`config.mk`:
```
export PLATFORM = sky130hd
export DESIGN_NAME = ydemux1to8_buf
export DESIGN_NICKNAME = d
export VERILOG_FILES = /design/src/rtl/ydemux1to8_buf_pkg.sv /design/src/rtl/ydemux_slot.sv /design/src/rtl/ydemux1to8_buf.sv
export SDC_FILE = /design/constraint.sdc
export NUM_CORES = 1
export LEC_CHECK = 0
export BUFFER_PORTS_ARGS = -buffer_cell sky130_fd_sc_hd__buf_2
export CORE_MARGIN = 3
export CORE_UTILIZATION = 53
export CTS_BUF_LIST = sky130_fd_sc_hd__clkbuf_4
export DETAILED_ROUTE_END_ITERATION = 10
export GPL_TIMING_DRIVEN = 0
export HOLD_SLACK_MARGIN = 0.05
export PLACE_DENSITY = 0.85
export SLEW_MARGIN = 5
export SYNTH_ARGS = -nofsm -noshare
export SYNTH_HDL_FRONTEND = slang
export SYNTH_SLANG_ARGS = --single-unit
```
`constraint.sdc`:
```
create_clock -name clk -period 2.3 [get_ports clk]
set_input_delay 0.23 -clock clk [delete_from_list [all_inputs] [get_ports clk]]
set_output_delay 0.23 -clock clk [all_outputs]
set_load 0.01 [all_outputs]
```
`src/rtl/ydemux1to8_buf_pkg.sv`:
```
// Shared constants for the 1-to-8 buffered demux: channel geometry, counter
// width and slot reset values.
package ydemux1to8_buf_pkg;
  localparam int NCH  = 8;
  localparam int SELW = 3;
  localparam int CNTW = 8;

  localparam logic SLOT_VLD_RST      = 1'b0;
  localparam logic SLOT_DATA_RST_BIT = 1'b0;

  function automatic logic [NCH-1:0] sel_decode(input logic [SELW-1:0] sel);
    logic [NCH-1:0] onehot;
    onehot      = '0;
    onehot[sel] = 1'b1;
    return onehot;
  endfunction
endpackage

```
`src/rtl/ydemux_slot.sv`:
```
// Single-entry holding slot: a load refills it (even while draining), and a
// drain without a load empties it but keeps the last data word.
module ydemux_slot
  import ydemux1to8_buf_pkg::*;
#(
  parameter int SIZE = 32
) (
  input  logic            clk,
  input  logic            rst_n,
  input  logic            load,
  input  logic [SIZE-1:0] wdata,
  input  logic            rdy,
  output logic [SIZE-1:0] rdata,
  output logic            vld
);
  logic [SIZE-1:0] data_q, data_d;
  logic            vld_q, vld_d;

  always_comb begin
    data_d = data_q;
    vld_d  = vld_q;
    if (load) begin
      data_d = wdata;
      vld_d  = 1'b1;
    end else if (vld_q && rdy) begin
      vld_d = 1'b0;
    end
  end

  always_ff @(posedge clk or negedge rst_n) begin
    if (!rst_n) begin
      data_q <= {SIZE{SLOT_DATA_RST_BIT}};
      vld_q  <= SLOT_VLD_RST;
    end else begin
      data_q <= data_d;
      vld_q  <= vld_d;
    end
  end

  assign rdata = data_q;
  assign vld   = vld_q;
endmodule

```
`src/rtl/ydemux1to8_buf.sv`:
```
// Registered 1-to-8 demux: steers one tagged input word per cycle into one of
// eight independently drained single-entry slots.
module ydemux1to8_buf
  import ydemux1to8_buf_pkg::*;
#(
  parameter int SIZE = 32
) (
  input  logic            clk,
  input  logic            rst_n,
  input  logic [SIZE-1:0] in_data,
  input  logic [SELW-1:0] in_sel,
  input  logic            in_valid,
  output logic            in_ready,
  output logic [SIZE-1:0] out_data0,
  output logic [SIZE-1:0] out_data1,
  output logic [SIZE-1:0] out_data2,
  output logic [SIZE-1:0] out_data3,
  output logic [SIZE-1:0] out_data4,
  output logic [SIZE-1:0] out_data5,
  output logic [SIZE-1:0] out_data6,
  output logic [SIZE-1:0] out_data7,
  output logic [NCH-1:0]  out_valid,
  input  logic [NCH-1:0]  out_ready,
  output logic [CNTW-1:0] accept_cnt
);
  logic [NCH-1:0]  vld;
  logic [NCH-1:0]  load;
  logic [SIZE-1:0] slot_data [NCH];
  logic            acc;
  logic [CNTW-1:0] cnt_q, cnt_d;

  // Only the addressed slot gates in_ready, so a stalled channel never
  // blocks words headed elsewhere.
  assign in_ready = ~vld[in_sel] | out_ready[in_sel];
  assign acc      = in_valid & in_ready;
  assign load     = acc ? sel_decode(in_sel) : '0;

  for (genvar k = 0; k < NCH; k++) begin : g_slot
    ydemux_slot #(.SIZE(SIZE)) u_slot (
      .clk   (clk),
      .rst_n (rst_n),
      .load  (load[k]),
      .wdata (in_data),
      .rdy   (out_ready[k]),
      .rdata (slot_data[k]),
      .vld   (vld[k])
    );
  end

  assign cnt_d = acc ? cnt_q + CNTW'(1) : cnt_q;

  always_ff @(posedge clk or negedge rst_n) begin
    if (!rst_n) cnt_q <= '0;
    else        cnt_q <= cnt_d;
  end

  assign out_valid  = vld;
  assign accept_cnt = cnt_q;
  assign out_data0  = slot_data[0];
  assign out_data1  = slot_data[1];
  assign out_data2  = slot_data[2];
  assign out_data3  = slot_data[3];
  assign out_data4  = slot_data[4];
  assign out_data5  = slot_data[5];
  assign out_data6  = slot_data[6];
  assign out_data7  = slot_data[7];
endmodule

```
# [Word level (Yosys, flattened, before mapping)]
# Index checks and enable logic that the tools add are counted.
[word_totals] register_bits=272
[classes] mux=23 bitwise=3 n_lt_le_gt_ge=2 add_sub_neg=1 n_reduce_logical=17
[ops] cell="$mux 1" n=19
[ops] cell="$reduce_bool 2->1" n=8
[ops] cell="$logic_and 1x1->1" n=9
[ops] cell="$add 8x1->8 const B" n=1
[ops] cell="$mux 8" n=1
[ops] cell="$bmux 1 s3" n=2
[ops] cell="$lt 3x4->1 const B" n=1
[ops] cell="$demux 1 s3" n=1
[ops] cell="$ge 3x1->1 const B" n=1
[ops] cell="$and 1x1->1" n=1
[ops] cell="$not 1->1" n=1
[ops] cell="$or 1x1->1" n=1

# [Logic depth before layout (Yosys ltp)]
# Gate-level depths: netlist of run 1.
[depth] ltp_word=7 depth_mapped=8

# [Cells and area by module]
# A second synthesis of run 1 with hierarchy kept.
[unflattened] cells_unflattened=621 area_unflattened_um2=11651.2
[modules_own_cells] mod="ydemux_slot" instances=8 cells_per_inst=71 area_each_um2=1377.6 seq_area_each_um2=825.8
[modules_own_cells] mod="ydemux1to8_buf" instances=1 cells_per_inst=53 area_each_um2=630.6 seq_area_each_um2=200.2

# [Worst setup path before layout of run 1]
# OpenSTA, ideal clock, no wires.
[synth_path] path_type="reg-to-reg" from="register g_slot[6].u_slot.vld_q" to="register g_slot[0].u_slot.data_q[10]" setup_time_ns=0.125 stages_incl_launch_ff=8 period_less_slack_ns=1.968 required_ns=2.175 path_slack_ns=0.332 t_arrival_ns=1.843 cell_sequence="dfrtp_1 > and3b_1 > nor4_1 > nand4bb_1 > buf_4 > nand3_4 > buf_6 > mux2_4"
[synth_via] elab_chain_cells=6
[synth_lines] element="start, declared" line_no="ydemux_slot.sv:17" rtl="logic vld_q, vld_d;"
[synth_lines] element="start signal, assigned" line_no="ydemux_slot.sv:36" rtl="vld_q <= vld_d;"
[synth_lines] element="$bmux 1 s3" line_no="ydemux1to8_buf.sv:34" rtl="assign in_ready = ~vld[in_sel] | out_ready[in_sel];"
[synth_lines] element="$mux 1 (not written as such)" line_no="ydemux1to8_buf.sv:34"
[synth_lines] element="$not 1->1" line_no="ydemux1to8_buf.sv:34"
[synth_lines] element="$or 1x1->1" line_no="ydemux1to8_buf.sv:34"
[synth_lines] element="via in_ready" line_no="ydemux1to8_buf.sv:13" rtl="output logic in_ready,"
[synth_lines] element="$and 1x1->1" line_no="ydemux1to8_buf.sv:35" rtl="assign acc = in_valid & in_ready;"
[synth_lines] element="$mux 8" line_no="ydemux1to8_buf.sv:36" rtl="assign load = acc ? sel_decode(in_sel) : '0;"
[synth_lines] element="end signal, assigned" line_no="ydemux_slot.sv:32" rtl="data_q <= {SIZE{SLOT_DATA_RST_BIT}};"
[synth_lines] element="end signal, assigned" line_no="ydemux_slot.sv:35" rtl="data_q <= data_d;"
[synth_lines] element="end, declared" line_no="ydemux_slot.sv:16" rtl="logic [SIZE-1:0] data_q, data_d;"
# The timed path passes the listed nets, and every way through them passes these cells. The select of a mux whose other input is x is not followed.
# A chain may end at the register's enable or synchronous reset.

# [Final worst setup path of run 1]
[layout_path] from="register g_slot[7].u_slot.vld_q" to="output port in_ready"
[layout_via] elab_chain_cells=4
[layout_lines] element="start, declared" line_no="ydemux_slot.sv:17"
[layout_lines] element="start signal, assigned" line_no="ydemux_slot.sv:36"
[layout_lines] element="$bmux 1 s3" line_no="ydemux1to8_buf.sv:34"
[layout_lines] element="$mux 1 (not written as such)" line_no="ydemux1to8_buf.sv:34"
[layout_lines] element="$not 1->1" line_no="ydemux1to8_buf.sv:34"
[layout_lines] element="$or 1x1->1" line_no="ydemux1to8_buf.sv:34"
[layout_lines] element="end, declared" line_no="ydemux1to8_buf.sv:13"
# No other way between the ends. The select of a mux whose other input is x is not followed.

==> run summary, run 1 <==
For this design the top-level I/O count stands at 319. Relative to the synthesized area, the layout overhead comes to 30.8%. After synthesis, the cell types taking the most area are sky130_fd_sc_hd__dfrtp_1 (64%), sky130_fd_sc_hd__mux2_2 (12%), sky130_fd_sc_hd__mux2_1 (8.9%).

The finished layout holds 1376 standard cells, fillers aside. The endpoint of the worst-slack reg-to-reg timing path was g_slot[7].u_slot.rdata[14]. The number of fill cells in the layout is 1287. After synthesis, the largest area contributor takes up 64.0% of total cell area. After detailed routing, the average wire length per cell comes to 20.0 um. The chip width works out to 148 um. The run finished with clean final reports. The hold violation count in the final report was 0; the DRC violations left was 0.

The worst setup path is captured at an output pin. The count of buffers from port buffering is 318. The startpoint type of the worst setup path was a flip-flop.

Average via count per standard cell: 5.16. The worst pin sits at a relative slew slack of 50.5%. The time the worst path needs with I/O delays and setup is 2.24 ns, and the maximum fanout along the worst path is 3. Global routing used 25.5% of the available tracks across all layers. The biggest cell delay along the critical path came out at 0.39 ns.

Clock-pin slew was measured on the worst setup and hold paths at 0.07 ns. The cell at the root of the clock tree is sky130_fd_sc_hd__clkbuf_4. The count of mapped cells out of synthesis is 632. The reg-to-reg critical path startpoint is g_slot[7].u_slot.vld. The post-synthesis area per instance works out to 16.8 um2. The total of endpoints with negative setup slack in the final report was 0.

The core region is 19600 um2. After synthesis the cells add up to 10600 um2. For flop-to-flop paths, the worst setup slack is 0.08 ns. HPWL after detailed placement: 18900 um. The run gives 0 as the total grt overflow. The largest total area in the synthesized netlist belongs to sky130_fd_sc_hd__dfrtp_1.

Across all setup checks in the final design, the least slack found is 0.0642 ns. The total of max-cap violations is 0. The classification of the worst-slack hold path is in -> reg.

At the pin with the least slew margin, the transition time is 0.743 ns. The run gives 43300 um as the global-route wire length before repair. Entering global routing, the biggest net connects 119 pins.

The run gives 7.69% as the global routing usage on met3. The logs give 7094 for the vias after detailed routing and 0 for the count of final max-slew check failures. The post-route clock skew came out at 0.0238 ns.

Measured along the y axis, the die boundary spans 148 um. Dividing total power by cell area gives a power density of 1040 nW/um2. The number of placed instances with taps included is 1217. For the total die area, the log shows 21800 um2.

Before antenna repair, the detailed router went through 4 iterations. Following the worst setup path forward leads to its endpoint at in_ready. For the worst-skew pair, the clock arrives at the later sink with an insertion delay of 0.63 ns. The number of antenna violations at the first check in global routing is 2.

The highest-utilization routing layer at the global route stage was met2. The portion of the clock cycle consumed by the worst path in the final layout works out to 97.2%. STA puts the critical path data required time at 2.07 ns. Walking the worst path, the cells encountered are and3b_1 > o32a_1 > nand4bb_1 > buf_6 > buf_2.

The number of nets in the synthesized netlist was 679. IR analysis of the VDD net gives a maximum drop of 0.635 mV. The highest-delay cell along the critical path is sky130_fd_sc_hd__dfrtp_1. The number of cell instances on the worst register-to-register path works out to 6.

The number of rows in the core area was 51. The number of storage elements in the synthesis netlist was 272; the met2 track demand over resource in global routing was 41.8%. For this run, the top clock speed supported by timing is 447 MHz.

At the end of routability-driven placement, the weighted congestion stood at 0.782. In this run, distinct cell masters in the synthesized netlist total 35. The critical path starts at g_slot[7].u_slot.vld. Hold is met by 0.228 ns. For this run, the number of Yosys warnings is 0. The count of clock tree sinks came out at 272.

The number of global-route vias before repair was 7762; the number of DRC markers in iteration 0 was 305. Of the synthesized area, sequential elements account for 64.0%. The static power due to leakage came out at 7.15 nW. TritonCTS built the clock tree. No sink is reached through more buffers than the 3 on the longest clock path. Once detail routing completed, the nets flagged for antenna violations numbered 0. The overall routed net length is 27500 um.

The tools report the arrival time at the worst endpoint as 2.01 ns. The worst setup path is of the reg -> out kind. The starting density of the core is 54.3%, and the global-route track usage on met1 is 31.6%. In this run, CTS created clock tree buffers numbering 70. CTS built an H-tree with a depth of 3. OpenSTA, run right after detailed placement, puts the worst setup slack at -0.133 ns.

Setup repair after global routing could not meet its margin everywhere. The total number of nets in the final design was 1118; the share of cells above drive strength 1 was 57.3%.
## kinds of logic after synthesis
kind of cell / after synthesis / share of synthesized area, %
flops: 272 / 64.0
fa+ha+maj: 1 / 0.118
simple gates: 32 / 2.06
mux: 261 / 29.6
compound gates: 12 / 0.777
xor+xnor: 7 / 0.577
buf+inv: 47 / 2.79
## synth_stat cells
master / instances
sky130_fd_sc_hd__a211oi_2: 1
sky130_fd_sc_hd__a21o_1: 2
sky130_fd_sc_hd__a22oi_1: 1
sky130_fd_sc_hd__and2_1: 2
sky130_fd_sc_hd__and3_1: 5
sky130_fd_sc_hd__and3b_1: 2
sky130_fd_sc_hd__buf_1: 4
sky130_fd_sc_hd__buf_2: 6
sky130_fd_sc_hd__buf_4: 18
sky130_fd_sc_hd__buf_6: 6
sky130_fd_sc_hd__clkbuf_1: 3
sky130_fd_sc_hd__dfrtp_1: 272
sky130_fd_sc_hd__ha_1: 1
sky130_fd_sc_hd__inv_1: 9
sky130_fd_sc_hd__inv_2: 1
sky130_fd_sc_hd__mux2_1: 84
sky130_fd_sc_hd__mux2_2: 115
sky130_fd_sc_hd__mux2_4: 58
sky130_fd_sc_hd__mux2i_1: 4
sky130_fd_sc_hd__nand2_1: 4
sky130_fd_sc_hd__nand2_2: 2
sky130_fd_sc_hd__nand2b_1: 1
sky130_fd_sc_hd__nand3_1: 4
sky130_fd_sc_hd__nand3_4: 2
sky130_fd_sc_hd__nand4_1: 2
sky130_fd_sc_hd__nand4b_1: 1
sky130_fd_sc_hd__nand4bb_1: 1
sky130_fd_sc_hd__nor2_1: 1
sky130_fd_sc_hd__nor2b_1: 3
sky130_fd_sc_hd__nor3b_1: 1
sky130_fd_sc_hd__nor4_1: 1
sky130_fd_sc_hd__o21ai_0: 6
sky130_fd_sc_hd__o31ai_1: 1
sky130_fd_sc_hd__o32a_1: 1
sky130_fd_sc_hd__xnor2_1: 7
## stage by stage
stage | utilization [%] | setup TNS [ns] | area [um2] | total power (W)
after detailed placement | 64.4 | -8.40 | 12600 | 0.0107
after global routing | 71.0 | -0.0158 | 13900 | 0.0153
final | 71.0 | 0 | 13900 | 0.0145
after global placement | 64.1 | -1035.49 | 12600 | 0.0105
after floorplan | - | 0 | 10600 | 0.00873
after CTS | 70.8 | 0 | 13900 | 0.0146
## layout make-up
cell class,instances,area [um2],share of cell area (%)
tap,265,332,2.39
multi-input combinational,313,3550,25.5
timing repair buffer,367,2120,15.2
antenna,2,5.00,0.0360
buffer,37,278,2.00
clock buffer,95,713,5.13
clock inverter,15,62.6,0.450
inverter,10,37.5,0.270
sequential,272,6810,49.0
## registers in the layout, indices dropped and copies added (netlist names)
| register | cells |
|---|---|
| accept_cnt | 8 |
| g_slot.u_slot.rdata | 256 |
| g_slot.u_slot.vld | 8 |
## repair_timing
action	4_1_cts	5_1_grt
endpoints found under the setup margin	41	54
gates resized for setup	4	5
hold buffers	44	0
gates cloned	0	0
setup buffers	2	1
pin swaps	0	0
endpoints found under the hold margin	541	0
## cells in the final DEF (no fill, tap or decap), drive strengths merged
| cell | synthesis | routed |
|---|---|---|
| nand4bb | 1 | 1 |
| a22oi | 1 | 1 |
| clkinv | 0 | 11 |
| dfrtp | 272 | 272 |
| dlygate4sd3 | 0 | 44 |
| nor3b | 1 | 1 |
| nor2b | 3 | 3 |
| nand2 | 6 | 6 |
| inv | 10 | 13 |
| nor2 | 1 | 1 |
| a21o | 2 | 2 |
| nand2b | 1 | 1 |
| mux2i | 4 | 4 |
| o32a | 1 | 1 |
| xnor2 | 7 | 7 |
| nand4b | 1 | 1 |
| and2 | 2 | 2 |
| a211oi | 1 | 1 |
| clkinvlp | 0 | 1 |
| clkbuf | 3 | 100 |
| diode | 0 | 2 |
| o31ai | 1 | 1 |
| mux2 | 257 | 257 |
| nor4 | 1 | 1 |
| and3b | 2 | 2 |
| and3 | 5 | 5 |
| nand3 | 6 | 6 |
| buf | 34 | 355 |
| ha | 1 | 1 |
| o21ai | 6 | 6 |
| nand4 | 2 | 2 |
## power by group
part | switching (W) | total, W | internal, W
Sequential | 0.000706 | 0.00677 | 0.00606
Combinational | 0.00194 | 0.00395 | 0.00202
Clock | 0.00184 | 0.00373 | 0.00190
Total | 0.00448 | 0.0145 | 0.00998
## critical path, delay by kind of cell, from the launching register on
kind,cells,cell delay [ns]
buf+inv,2,0.25
flops,1,0.39
compound gates,1,0.36
simple gates,2,0.36
## worst min path at each step
stage	start	endpoint	slack, ns	depth (start not counted)
3_5_place_dp	rst_n	g_slot[4].u_slot.rdata[20]	0.16	1
3_3_place_gp	out_ready[3]	g_slot[3].u_slot.vld	0.42	2
2_1_floorplan	rst_n	accept_cnt[0]	-0.07	0
4_1_cts	in_sel[1]	g_slot[0].u_slot.rdata[2]	0.17	4
5_1_grt	in_sel[1]	g_slot[0].u_slot.rdata[2]	0.22	4
6_report	in_sel[1]	g_slot[0].u_slot.rdata[1]	0.23	4
## per-layer routing
layer	wire length (um)	part of all wire (%)
met3	2040	7.4
met2	13600	49
met4	871	3.2
met5	0	0
met1	11000	40
Note: power is estimated with default switching activity, not from simulation.
==> run 2, diff against run 1 <==
--- a/config.mk
+++ b/config.mk
@@ -7,12 +7,11 @@
 export LEC_CHECK = 0
 export BUFFER_PORTS_ARGS = -buffer_cell sky130_fd_sc_hd__buf_2
 export CORE_MARGIN = 3
-export CORE_UTILIZATION = 53
-export CTS_BUF_LIST = sky130_fd_sc_hd__clkbuf_4
+export CORE_UTILIZATION = 45
 export DETAILED_ROUTE_END_ITERATION = 10
 export GPL_TIMING_DRIVEN = 0
 export HOLD_SLACK_MARGIN = 0.05
-export PLACE_DENSITY = 0.85
+export PLACE_DENSITY = 0.74
 export SLEW_MARGIN = 5
 export SYNTH_ARGS = -nofsm -noshare
 export SYNTH_HDL_FRONTEND = slang
==> constraint.sdc (replaced) <==
create_clock -name clk -period 2.3 [get_ports clk]
set_input_delay 0.345 -clock clk [delete_from_list [all_inputs] [get_ports clk]]
set_output_delay 0.345 -clock clk [all_outputs]
set_load 0.01 [all_outputs]
==> run 2 against run 1 <==
Combinational power is essentially flat. Non-clock buffer count fell by 27. Power grew 5.1%. Sequential share of layout area shrank 0.27 points. Wire length hardly changed.
==> run summary, run 2 (synthesis gave the netlist of run 1 again) <==
The run finished with clean final reports. The maximum level of the CTS H-tree was 1. Portion of the clock cycle consumed by the worst path in the final layout: 97.0%. Setup repair after global routing could not meet its margin everywhere. The hold violation count in the final report is 0. The vias after detailed routing is 6690, and the worst max-slew margin expressed relative to the limit is 49.6%. The antenna diode count was 0. The clock arrives with 0.0126 ns of skew. The floorplan step set the die width to 160 um. Data arrives at the worst endpoint at 2.65 ns. Counting cells, the worst reg-to-reg path comes to 6. The slack of the worst reg-to-reg path is 0.07 ns, and the clock transition time at the flip-flop clock pins of the worst setup and hold paths is 0.06 ns.

The tools report the total of endpoints with negative setup slack in the final report as 0. In the final routed layout, each cell accounts on average for 20.6 um. Leaving out fill and tap cells, the most frequent cell in the layout is sky130_fd_sc_hd__buf_2. The starting density of the core came out at 46.4%. The largest individual stage delay along the critical path comes from the cell sky130_fd_sc_hd__dfrtp_1. For this run, the detailed router's first-pass iteration total came to 4. Kind of critical path: reg -> reg. Antenna violation net count after detailed routing: 0. The top cell types in the final layout, fill and taps aside, are sky130_fd_sc_hd__buf_2 (317), sky130_fd_sc_hd__dfrtp_1 (272), sky130_fd_sc_hd__mux2_2 (115). The area growth from synthesis to layout came out at 31.5%.

Leaving out filler cells and counting taps, the final layout contains 1337. 319 I/O pins were placed. The sequential cells in the finished layout cover a total of 6810 um2. The register with the most flip-flops in the layout has 256 of them.

Final worst setup slack: 0.0683 ns. The area of the core is 22900 um2. The worst voltage drop across the vdd grid is 0.699 mV.

The tools report the HPWL after detailed placement as 18800 um. Static power due to leakage: 7.09 nW. The total power divided by cell area is 1090 nW/um2, and the number of fill cells in the layout is 1809.

The biggest cell delay along the critical path is 0.40 ns. At the end of routability-driven placement, the weighted congestion stood at 0.782. The total CTS buffers was 28; the count of final max-slew check failures was 0. The worst register-to-register path begins at g_slot[7].u_slot.vld. Traced cell by cell, the critical path runs through and3b_1 > o32a_1 > a211oi_2 > nand2_2 > buf_4 > mux2_1.

The tightest min-delay check is of the in -> reg type. For this run, the total global-route usage over all layers was measured as 20.9%. The worst register-to-register path ends at g_slot[3].u_slot.rdata[22].

The time the worst path needs with I/O delays and setup was 2.23 ns. Entering global routing, the biggest net connects 119 pins. In the routed layout, each cell is associated on average with a via count of 5.00. In this run the tool buffered the top-level ports with 318 buffer cells. TritonCTS built the clock tree. For the worst setup path, the data required time is 2.71 ns. The maximum buffer depth of the clock tree was 3.

Summing all multi-input logic gate instances after layout gives 3570 um2. The count of clock tree sinks was 272. The number of placed instances with taps included was 1265; the overall routed net length was 27500 um. The run gives 0.54 ns as the clock latency at the later pin of the worst-skew pair. The run gives 298 as the number of DRC markers in iteration 0.

The path with the worst hold slack has its endpoint at g_slot[5].u_slot.vld. The die is 160 um tall. The startpoint type of the worst setup path is a flip-flop. The first global-routing pass estimated 42300 um of wire.

Number of buffers and inverters on the critical path: 1. The tools report the cell at the root of the clock tree as sky130_fd_sc_hd__clkbuf_16. Grouping stages by cell kind, the critical path spends the most delay in compound AO/OA/AOI/OAI gates. OpenSTA, run right after detailed placement, puts the worst setup slack at -0.251 ns. Global routing finished with a remaining overflow of 0. The floorplan step defined a die boundary enclosing 25500 um2.

Of all nets on the critical path, the largest fanout is 10. Across the run, the number of max-cap violations was 0. Of the cells placed in the final design, the portion with a size suffix greater than 1 is 57.8%. After detailed routing, the number of remaining DRC violations is 0. The number of global-route vias before repair was 7255; the instance count along the most critical hold path was 3. The logs give 1049 for the total number of nets in the final design and 0 for the number of antenna violations at the first check in global routing.

STA classifies the critical path endpoint as a flip-flop. The tools report the peak clock frequency supported by timing as 448 MHz. The number of rows in the core area was 55. At the pin with the least slew margin, the transition time is 0.756 ns.

The worst hold path begins at out_ready[5].
==> run 2: cell types whose count changed in the layout (fill, tap and decap cells not counted), moves of 5 or more <==
cell / before / now
sky130_fd_sc_hd__dlygate4sd3_1: 44 / 7
sky130_fd_sc_hd__clkbuf_4: 96 / 3
sky130_fd_sc_hd__buf_2: 322 / 317
sky130_fd_sc_hd__clkbuf_16: 0 / 31
sky130_fd_sc_hd__clkbuf_1: 3 / 10
sky130_fd_sc_hd__buf_12: 0 / 5
sky130_fd_sc_hd__clkbuf_8: 0 / 9
sky130_fd_sc_hd__clkinv_1: 9 / 0
==> run 2: worst max path at each step <==
stage                         startpoint                         end  cells after the start
finish              g_slot[7].u_slot.vld  g_slot[3].u_slot.rdata[22]                      6
global route        g_slot[6].u_slot.vld  g_slot[1].u_slot.rdata[24]                      7
CTS                 g_slot[7].u_slot.vld  g_slot[5].u_slot.rdata[17]                      7
detailed placement             in_sel[2]  g_slot[5].u_slot.rdata[16]                      9
global placement                   rst_n   g_slot[5].u_slot.rdata[9]                      1
floorplan                      in_sel[2]  g_slot[0].u_slot.rdata[10]                      8
==> run 2: where the power goes <==
| group | total, W | switching [W] | leakage (nW) | internal (W) |
|---|---|---|---|---|
| sequential | 0.00675 | 0.000681 | 3.31 | 0.00607 |
| combinational | 0.00394 | 0.00194 | 3.33 | 0.00200 |
| clock | 0.00450 | 0.00185 | 0.451 | 0.00265 |
| total | 0.0152 | 0.00447 | 7.09 | 0.0107 |
==> run 2: layout make-up <==
type	instances	share of cell area, %
well taps	313	2.80
multi-input cells	313	25.5
clock inverters	8	0.600
flip-flops and latches	272	48.7
plain buffers	37	2.30
inverters	10	0.269
clock buffers	44	6.09
repair buffers	340	13.7
==> run 2: stage by stage <==
stage / hold slack (ns) / area [um2] / total power, W / util, % / TNS (ns)
final: 0.0915 / 14000 / 0.0152 / 61.0 / 0
after detailed placement: 0.250 / 12700 / 0.0107 / 55.3 / -36.04
after CTS: 0.0708 / 13700 / 0.0153 / 59.9 / 0
after floorplan: 0.0494 / 10600 / 0.00873 / - / 0
after global routing: 0.0866 / 14000 / 0.0160 / 61.0 / -0.167
after global placement: 0.463 / 12600 / 0.0106 / 55.0 / -1127.34
==> run 2: worst reg2reg max path: cells and delay by family, from the launching register on <==
kind,cells,cell delay (ns)
buffers and inverters,1,0.27
AND/OR/NAND/NOR,2,0.39
multiplexers,1,0.33
flip-flops,1,0.40
AO/OA/AOI/OAI,2,0.72
==> run 2: routing by layer <==
layer	vias up	part of all wire, %	track usage [%]
met2	246	48	35.3
met3	48	7.6	6.07
met5	-	0	0
li1	2967	-	-
met1	3429	42	26.1
met4	0	2.7	6.57
==> run 2: repair_timing <==
action,4_1_cts,5_1_grt
hold endpoints to repair,43,0
hold buffers,7,0
resized for setup,4,26
buffers inserted,3,7
pin swaps,0,3
cloned,0,3
setup endpoints to repair,147,136
==> run 3, diff against run 2 <==
--- a/config.mk
+++ b/config.mk
@@ -7,11 +7,11 @@
 export LEC_CHECK = 0
 export BUFFER_PORTS_ARGS = -buffer_cell sky130_fd_sc_hd__buf_2
 export CORE_MARGIN = 3
-export CORE_UTILIZATION = 45
+export CORE_UTILIZATION = 51
 export DETAILED_ROUTE_END_ITERATION = 10
 export GPL_TIMING_DRIVEN = 0
 export HOLD_SLACK_MARGIN = 0.05
-export PLACE_DENSITY = 0.74
+export PLACE_DENSITY = 0.82
 export SLEW_MARGIN = 5
 export SYNTH_ARGS = -nofsm -noshare
 export SYNTH_HDL_FRONTEND = slang
==> run 3 against run 2 <==
Die area down 11%. Non-clock buffer count down 9. Sequential cell count unchanged. Largest power group unchanged. Cell count decreased by 4.0%. Global-route usage rose by 2.5 points. Utilization rose by 6.3 points. Count of clock-buffer cells in the layout fell by 3.
==> run summary, run 3 (synthesis gave the netlist of run 1 again) <==
Cell at the root of the clock tree: sky130_fd_sc_hd__clkbuf_16. Reg-to-reg critical path startpoint: g_slot[7].u_slot.vld. The path with the worst hold slack has its endpoint at g_slot[1].u_slot.vld. For this run, design rule violations remaining after detail routing come to 0. The library cell used most frequently in the layout, excluding fill and tap cells, is sky130_fd_sc_hd__buf_2.

After detailed routing, the average wire length per cell comes to 20.8 um. Based on the critical path, the design can be clocked at up to 451 MHz. Classification of the worst-slack hold path: in -> reg. Counting along the longest clock path gives a buffer depth of 3. The hold violation count in the final report is 0. Vertical extent of the die: 150 um. The logs give 23.4% for the total routing resource utilization after global routing and 0.806 for the placer's final routability congestion estimate. For this configuration, the core starts out at a cell density of 52.2%.

Measured along the x axis, the die boundary spans 150 um. Across all layers, the routed design uses 6647 vias. The worst register-to-register path has a depth of 7. The worst setup path is launched from a flip-flop.

After floorplanning, the core was divided into 52 placement rows. The count of nets left with antenna violations once routing finished came out at 0. The HPWL after detailed placement came out at 18500 um. Number of antenna violations at the first check in global routing: 0.

The critical path in this run is classified as reg -> reg. The total CTS buffers is 28, and the count of clock tree sinks is 272. The slack of the worst reg-to-reg path is 0.08 ns. The layer flagged by global routing as most heavily used is met2. The logs give 179 for the number of DRC markers in iteration 0 and 319 for the boundary pin count. The iteration count of the initial detailed-routing pass was 4; the slew at the pin with the worst max-slew slack was 0.651 ns. In the global route stage, met2 resource usage came out at 39.0%. The routed design could run at a clock period as short as 2.22 ns.

The maximum level of the CTS H-tree was 1. STA classifies the critical path endpoint as a flip-flop. The highest-delay cell along the critical path is sky130_fd_sc_hd__dfrtp_1.

The library cells used most frequently in the layout, excluding fill and tap cells, are sky130_fd_sc_hd__buf_2 (319), sky130_fd_sc_hd__dfrtp_1 (272), sky130_fd_sc_hd__mux2_2 (115). Along the worst path, the maximum fanout reaches 10. The tools report the global-route wire length before repair as 41000 um. Global routing consumed, on the met1 layer, 29.3% of the routing resources. The number of global-route vias before repair is 7197, and the overall routed net length is 26700 um.

The worst max-slew margin expressed relative to the limit is 56.6%. For the clock latency at the later pin of the worst-skew pair, the log shows 0.54 ns. Walking the worst path, the cells encountered are and3b_1 > o32a_1 > nand4bb_1 > and3_1 > buf_2 > buf_4 > mux2_2. Setup slack on the critical path of the routed design comes to 0.0838 ns. The die covers 22600 um2. The area growth from synthesis to layout is 28.9%, and the flip-flop count of the largest register, all copies and words added is 256.

The clock transition time at the flip-flop clock pins of the worst setup and hold paths is 0.06 ns. After detailed routing, the number of vias per cell comes to 5.18. The worst hold path passes through 3 cells.

At the end of the flow the core is filled with cells to 67.3%. TritonCTS built the clock tree. Portion of the clock cycle consumed by the worst path in the final layout: 96.4%. The run gives 0 as the total of max-cap violations. The total power divided by cell area came out at 1110 nW/um2. The post-placement setup slack was -0.164 ns. Summed over all layers, the global routing overflow is 0. The area of the core is 20400 um2. The biggest cell delay along the critical path is 0.38 ns.

Cells with a size suffix above 1 make up 57.4% of the layout. The repair_antennas step left the layout with diodes totalling 0. At the worst endpoint, the required time is 2.72 ns.

The endpoint of the worst-slack reg-to-reg timing path was g_slot[5].u_slot.rdata[8]. The logs give 0 for the count of final max-slew check failures and 0.852 mV for the worst voltage drop across the vdd grid. In this run the static leakage power is 6.99 nW. Setup violations remaining at the end of the flow were counted as 0. Entering global routing, the biggest net connects 119 pins. Data on the critical path arrives at its endpoint at 2.64 ns.

In this run the tool buffered the top-level ports with 318 buffer cells. The total number of nets in the final design is 1040, and the global routing usage on met3 is 6.56%. Beginning of the worst hold path: out_ready[1]. The run finished with clean final reports.

The post-route clock skew came out at 0.0117 ns.
run 3: final cells by class:
cell class	count	area [um2]
multi-input cells	313	3530
well taps	270	338
clock buffers	41	830
flip-flops and latches	272	6810
repair buffers	331	1770
inverters	10	37.5
plain buffers	37	282
fillers	1425	6660
clock inverters	9	113
run 3: worst max path at each step:
stage | startpoint | to | slack (ns) | cells past startpoint
2_1_floorplan | in_sel[2] | g_slot[0].u_slot.rdata[10] | 0.25 | 8
3_5_place_dp | in_sel[2] | g_slot[5].u_slot.rdata[17] | -0.16 | 9
6_report | g_slot[7].u_slot.vld | g_slot[5].u_slot.rdata[8] | 0.08 | 7
5_1_grt | g_slot[6].u_slot.vld | g_slot[5].u_slot.rdata[27] | -0.008 | 7
4_1_cts | g_slot[6].u_slot.vld | g_slot[5].u_slot.rdata[13] | 0.02 | 7
3_3_place_gp | rst_n | g_slot[6].u_slot.rdata[9] | -4.01 | 1
run 3: layer usage:
layer	vias to the layer above	wire (um)
li1	2957	-
met1	3396	10900
met2	230	12900
met3	64	1870
met4	0	1010
met5	-	0
run 3: timing repair:
item | 4_1_cts | 5_1_grt
setup buffers | 3 | 2
pin swaps | 2 | 3
hold buffers | 7 | 0
endpoints found under the hold margin | 68 | 0
gates cloned | 0 | 0
gates resized for setup | 2 | 9
setup endpoints to repair | 59 | 82
run 3: critical path, delay by kind of cell, from the launching register on:
kind,cells,cell delay (ns)
buf+inv,2,0.49
compound gates,1,0.38
flops,1,0.38
simple gates,3,0.51
mux,1,0.35
run 3: power breakdown:
part           switching, W  total, W  internal [W]
combinational       0.00193   0.00391       0.00198
clock               0.00182   0.00454       0.00272
sequential         0.000693   0.00676       0.00607
total               0.00444    0.0152        0.0108
run 3: per-stage QoR:
stage | total power [W] | instance area (um2) | std cells | setup TNS, ns | hold slack [ns]
2_1_floorplan | 0.00873 | 10600 | 632 | 0 | 0.0494
3_3_place_gp | 0.0106 | 12600 | 1220 | -1106.12 | 0.459
3_5_place_dp | 0.0107 | 12600 | 1222 | -22.06 | 0.313
4_1_cts | 0.0154 | 13700 | 1282 | 0 | 0.0731
5_1_grt | 0.0160 | 13700 | 1283 | -0.0230 | 0.0910
6_report | 0.0152 | 13700 | 1283 | 0 | 0.0959
